--- src/rtl/an_code_pkg.sv ---
// Shared constants, FSM state type and reference codeword function for the AN-code encoder.
package an_code_pkg;
  localparam int A    = 37;
  localparam int A_W  = 6;
  localparam int N_W  = 12;
  localparam int AN_W = 18;

  localparam int IDX_W = $clog2(A_W);
  localparam int EP_W  = $clog2(AN_W);

  localparam logic [A_W-1:0] A_VEC = A_W'(A);

  typedef enum logic [1:0] {IDLE, MUL, DONE} state_t;

  function automatic logic [AN_W-1:0] an_ref(input logic [N_W-1:0] n);
    return AN_W'(A) * AN_W'(n);
  endfunction
endpackage

--- src/rtl/an_shift_add_core.sv ---
// Iterative shift-add multiplier: one bit of A per clock, LSB first, starting on a start strobe.
module an_shift_add_core
  import an_code_pkg::*;
(
  input  logic            clk,
  input  logic            rst_n,
  input  logic            start,
  input  logic [N_W-1:0]  n_in,
  output logic [AN_W-1:0] sum,
  output logic            last,
  output logic [N_W-1:0]  mcand
);
  logic [N_W-1:0]   n_reg;
  logic [AN_W-1:0]  acc_reg;
  logic [IDX_W-1:0] idx_reg;
  logic             run_reg;
  logic [AN_W-1:0]  terms [A_W];

  // Partial products are fixed by A, so only the set bits produce a shifted copy of N.
  generate
    for (genvar gi = 0; gi < A_W; gi++) begin : g_term
      assign terms[gi] = A_VEC[gi] ? (AN_W'(n_reg) << gi) : '0;
    end
  endgenerate

  assign sum   = acc_reg + terms[idx_reg];
  assign last  = run_reg && (idx_reg == IDX_W'(A_W - 1));
  assign mcand = n_reg;

  always_ff @(posedge clk) begin
    if (!rst_n) begin
      n_reg   <= '0;
      acc_reg <= '0;
      idx_reg <= '0;
      run_reg <= 1'b0;
    end else if (start) begin
      n_reg   <= n_in;
      acc_reg <= '0;
      idx_reg <= '0;
      run_reg <= 1'b1;
    end else if (run_reg) begin
      acc_reg <= sum;
      if (last) run_reg <= 1'b0;
      else      idx_reg <= idx_reg + IDX_W'(1);
    end
  end
endmodule

--- src/rtl/an_encoder_seq.sv ---
// Sequential AN-code encoder (AN = A*N) with valid/ready handshakes on both sides.
// Optional single-error injection is enabled by defining AN_ENC_FAULT_INJ_EN.
module an_encoder_seq
  import an_code_pkg::*;
(
  input  logic            clk,
  input  logic            rst_n,
  input  logic            in_valid,
  output logic            in_ready,
  input  logic [N_W-1:0]  N_in,
  output logic            out_valid,
  input  logic            out_ready,
  output logic [AN_W-1:0] AN_out,
  output logic            busy
`ifdef AN_ENC_FAULT_INJ_EN
  ,
  input  logic            err_en,
  input  logic            err_sign,
  input  logic [EP_W-1:0] err_pos
`endif
);
  generate
    if (AN_W < N_W + A_W) begin : g_bad_an_w
      $error("AN_W must be at least N_W + A_W");
    end
    if ((A % 2) == 0 || A <= 1) begin : g_bad_a
      $error("A must be odd and greater than 1");
    end
    if (A < (1 << (A_W - 1)) || A >= (1 << A_W)) begin : g_bad_a_w
      $error("A_W must be the exact bit width of A");
    end
  endgenerate

  state_t          state;
  logic            start;
  logic [AN_W-1:0] core_sum;
  logic            core_last;
  logic [N_W-1:0]  core_mcand;
  logic [AN_W-1:0] coded;

  assign start = (state == IDLE) && in_valid && in_ready;

  an_shift_add_core u_core (
    .clk   (clk),
    .rst_n (rst_n),
    .start (start),
    .n_in  (N_in),
    .sum   (core_sum),
    .last  (core_last),
    .mcand (core_mcand)
  );

`ifdef AN_ENC_FAULT_INJ_EN
  logic            err_en_reg;
  logic            err_sign_reg;
  logic [EP_W-1:0] err_pos_reg;
  logic [AN_W-1:0] inj;

  always_ff @(posedge clk) begin
    if (!rst_n) begin
      err_en_reg   <= 1'b0;
      err_sign_reg <= 1'b0;
      err_pos_reg  <= '0;
    end else if (start) begin
      err_en_reg   <= err_en;
      err_sign_reg <= err_sign;
      err_pos_reg  <= err_pos;
    end
  end

  // Positions beyond the codeword width inject nothing; add/subtract wrap modulo 2^AN_W.
  always_comb begin
    inj = '0;
    if (err_en_reg && (32'(err_pos_reg) < AN_W)) inj = AN_W'(1) << err_pos_reg;
    coded = err_sign_reg ? (core_sum - inj) : (core_sum + inj);
  end
`else
  assign coded = core_sum;
`endif

  always_ff @(posedge clk) begin
    if (!rst_n) begin
      state     <= IDLE;
      AN_out    <= '0;
      out_valid <= 1'b0;
      busy      <= 1'b0;
      in_ready  <= 1'b1;
    end else begin
      case (state)
        IDLE: begin
          if (in_valid && in_ready) begin
            state    <= MUL;
            in_ready <= 1'b0;
            busy     <= 1'b1;
          end
        end
        MUL: begin
          if (core_last) begin
            state     <= DONE;
            AN_out    <= coded;
            out_valid <= 1'b1;
          end
        end
        DONE: begin
          if (out_ready) begin
            state     <= IDLE;
            out_valid <= 1'b0;
            busy      <= 1'b0;
            in_ready  <= 1'b1;
          end
        end
        default: begin
          state     <= IDLE;
          out_valid <= 1'b0;
          busy      <= 1'b0;
          in_ready  <= 1'b1;
        end
      endcase
    end
  end

  // The pre-injection product must always equal the reference codeword.
  a_product: assert property (@(posedge clk) disable iff (!rst_n)
    core_last |-> (core_sum == an_ref(core_mcand)));
endmodule

--- config.mk ---
export PLATFORM = sky130hd
export DESIGN_NAME = an_encoder_seq
export DESIGN_NICKNAME = d
export VERILOG_FILES = /design/src/rtl/an_code_pkg.sv /design/src/rtl/an_shift_add_core.sv /design/src/rtl/an_encoder_seq.sv
export SDC_FILE = /design/constraint.sdc
export NUM_CORES = 1
export LEC_CHECK = 0
export ABC_AREA = 1
export CORE_MARGIN = 1.5
export CORE_UTILIZATION = 60
export CTS_BUF_LIST = sky130_fd_sc_hd__clkbuf_4 sky130_fd_sc_hd__clkbuf_8
export CTS_CLUSTER_DIAMETER = 50
export CTS_CLUSTER_SIZE = 10
export DETAILED_ROUTE_END_ITERATION = 8
export PLACE_DENSITY = 0.81
export REMOVE_ABC_BUFFERS = 1
export SYNTH_ARGS = -nofsm -noshare
export SYNTH_HDL_FRONTEND = slang
export SYNTH_SLANG_ARGS = --single-unit
--- constraint.sdc ---
create_clock -name clk -period 4.35 [get_ports clk]
set_input_delay 0.87 -clock clk [delete_from_list [all_inputs] [get_ports clk]]
set_output_delay 0.87 -clock clk [all_outputs]
set_load 0.03 [all_outputs]
==> metrics <==
status=finished, final reports clean; Sw Share=0.321; Routability Congestion=between 0.9 and 1; startpoint class of the critical path=register; Antenna Nets Post-Route=0; area share of the largest cell type after synthesis=0.330; crit path cell chain=inv_1 > nor2_2 > a21oi_1 > a221oi_1 > ha_1 > nand2_1 > inv_1 > a21oi_1 > nand3_2 > nand2_1 > nand2_1 > nand2_1 > nand3_1 > nand2_1 > inv_1; Non-Filler Instances=647; port bufs=36; row count=27; CP Class=reg -> reg; Comb power frac=0.234; period utilisation layout=0.630; Max IR drop VDD=0.000190 V; fin. max-slew vios=0; Layout Utilization=0.726; post-cts gate resize count=0; largest net degree at the start of global routing=30; clk_lat worst skew=0.34 ns; Starting Density=0.625; f_max=365 MHz; cell taking the most area after synthesis=dfxtp_1; Routed wire per std cell=12.6 um; Synth Instances=535; Tot GR Track Use=0.291; largest cells by area after synthesis=dfxtp_1 (33%), nand2_1 (12%), nor2_1 (11%); maxcap violations=0; Cell Area, Synth=~3500 um^2; Hold Crit Class=reg -> reg; Num CTS Buffers=9; number of H-tree levels=3; commonest non-fill, non-tap cell in the layout=nand2_1; Clock Tree Root=clkbuf_8; CTS sink cnt=between 50 and 60; drt pass-1 iters=4; cell mode on critical path=nand2_1; postcts setup bufs=0; ANT cells=0; Clock Power Share=0.334; Worst slew margin=0.669; first-pass GRT wire length=14100 um; Buf/Inv on CP=3; die area=6230 um^2; Final Setup Violations=0; Worst Hold End=out_valid; CTS tree=done; Crit. End Element=register; reg2reg start=u_core.idx_reg[0]; Psw=0.434 mW; worst hold path startpoint=out_valid; LEAKAGE=approximately 2 nW; Pint=0.918 mW; number of synthesis warnings=0; post-synth cell types=34; placed instance count=around 630; # DRC=0; DIE HEIGHT=about 79 um; WL final=about 8200 um; vias in the first global route=around 3200; most frequent cells in the layout=nand2_1 (115), nor2_1 (104), inv_1 (78), dfxtp_1 (57), clkdlybuf4s50_1 (36); die width=78.9 um; transition time of the tightest slew-check pin=between 0.4 and 0.5 ns; layout cells sized above 1=0.0626; NumNets Final=between 600 and 700; hold path cells=2; DR iter-0 viols=180; unrepaired setup endpoints after global routing=false; crit path max fanout=14; CP Data Arrival Time=2.98 ns; sequential power share=0.432; sequential area share after synthesis=0.330; critical path required time=4.59 ns; CP delay by family, top=simple AND/OR/NAND/NOR gates; R2R Setup Slk=around 1.6 ns; Top Ports=37; Final Hold Viols=0; r2r worst-path depth=15; slowest CP cell=dfxtp_1; P&R area growth vs syn=16.2%; antenna violations before repair=0; grt ovf=0; setup TNS=0 ns; #FFs+latches synth=57; CTS clk-pin slew, worst paths=0.07 ns; total number of vias=3414; r2r endpoint=u_core.acc_reg[17]; dpl hpwl=~6000 um; fin crit period=2.74 ns; max incr delay on CP=0.38 ns; Max Root-Sink Buffers=2; vias per inst=5.28; Clock Skew=0.00713 ns; hold_buf cts=0; Pwr Density=336 nW/um^2; mean area per synthesized cell=6.47 um^2; Core ar.=5540 um^2
## per-stage QoR
| step | hold slack [ns] | power [mW] | worst slack (ns) | area (um^2) |
|---|---|---|---|---|
| floorplan | 0.444 | 0.818 | 2.05 | 3370 |
| global placement | 0.448 | 0.899 | 1.73 | 3840 |
| detailed placement | 0.459 | 0.904 | 1.69 | 3840 |
| CTS | 0.468 | 1.36 | 1.65 | 4020 |
| global route | 0.481 | 1.43 | 1.27 | 4020 |
| finish | 0.461 | 1.35 | 1.61 | 4020 |
## how the worst max path moves through the flow
stage	startpoint	end	slack (ns)	cells after the start
global placement	u_core.idx_reg[0]	AN_out[13]	1.73	15
CTS	u_core.idx_reg[0]	AN_out[17]	1.65	15
detailed placement	u_core.idx_reg[2]	u_core.acc_reg[14]	1.69	14
floorplan	u_core.idx_reg[0]	u_core.acc_reg[17]	2.05	15
global route	u_core.idx_reg[0]	u_core.acc_reg[14]	1.27	15
finish	u_core.idx_reg[0]	u_core.acc_reg[17]	1.61	15
## tightest hold or removal path, stage by stage (launching register included)
cell	delay, ns
dfxtp_1	0.31
nand2_1	0.06
a21oi_1	0.05
## per-layer routing
metal	global-route usage	vias up	wire, um
met5	0	-	0
met4	0.137	0	147
met3	0.0552	15	546
met2	0.472	104	3700
met1	0.373	1531	3790
li1	-	1764	-
## cell families (layout without fill, tap and decap cells)
family	Yosys count	in the layout	share of synthesized area
XOR/XNOR	6	6	0.0152
AND/OR/NAND/NOR	274	274	0.332
adder cells (fa/ha/maj)	20	20	0.0745
AO/OA/AOI/OAI	82	82	0.132
flip-flops	57	57	0.330
buffers and inverters	96	136	0.117
## cell usage after synthesis
| library cell | instances |
|---|---|
| buf_4 | 3 |
| o22ai_1 | 3 |
| nor2_2 | 5 |
| a21oi_1 | 34 |
| nand2_2 | 3 |
| nor3_1 | 3 |
| buf_6 | 3 |
| o211ai_1 | 1 |
| a221oi_1 | 7 |
| nand2_1 | 115 |
| nor2_4 | 3 |
| inv_1 | 78 |
| o21ai_2 | 1 |
| o21ai_1 | 5 |
| inv_4 | 1 |
| clkbuf_1 | 1 |
| buf_2 | 6 |
| fa_1 | 1 |
| o21a_1 | 1 |
| dfxtp_1 | 57 |
| nand3_2 | 2 |
| xor2_1 | 4 |
| nor2_1 | 104 |
| a21oi_2 | 1 |
| nand3_1 | 33 |
| and2_1 | 1 |
| ha_1 | 19 |
| clkinv_1 | 1 |
| buf_1 | 1 |
| nand3b_1 | 5 |
| inv_2 | 2 |
| a211oi_1 | 1 |
| o21ai_0 | 28 |
| xnor2_1 | 2 |
## power groups by stage
stage                     logic [mW]  registers, mW  clock network, mW
after floorplan                0.223          0.595                  0
after global placement         0.306          0.593                  0
after detailed placement       0.311          0.593                  0
after CTS                      0.315          0.582              0.461
after global routing           0.358          0.587              0.482
final                          0.316          0.583              0.452
## final cells by class
| class | count | area [um^2] |
|---|---|---|
| timing repair buffer | 39 | 383 |
| sequential | 57 | 1140 |
| clock buffer | 12 | 165 |
| fill | 482 | 1520 |
| clock inverter | 3 | 15.0 |
| multi-input combinational | 382 | 1920 |
| tap | 72 | 90.1 |
| inverter | 82 | 310 |
(Power assumes the default switching activity.)
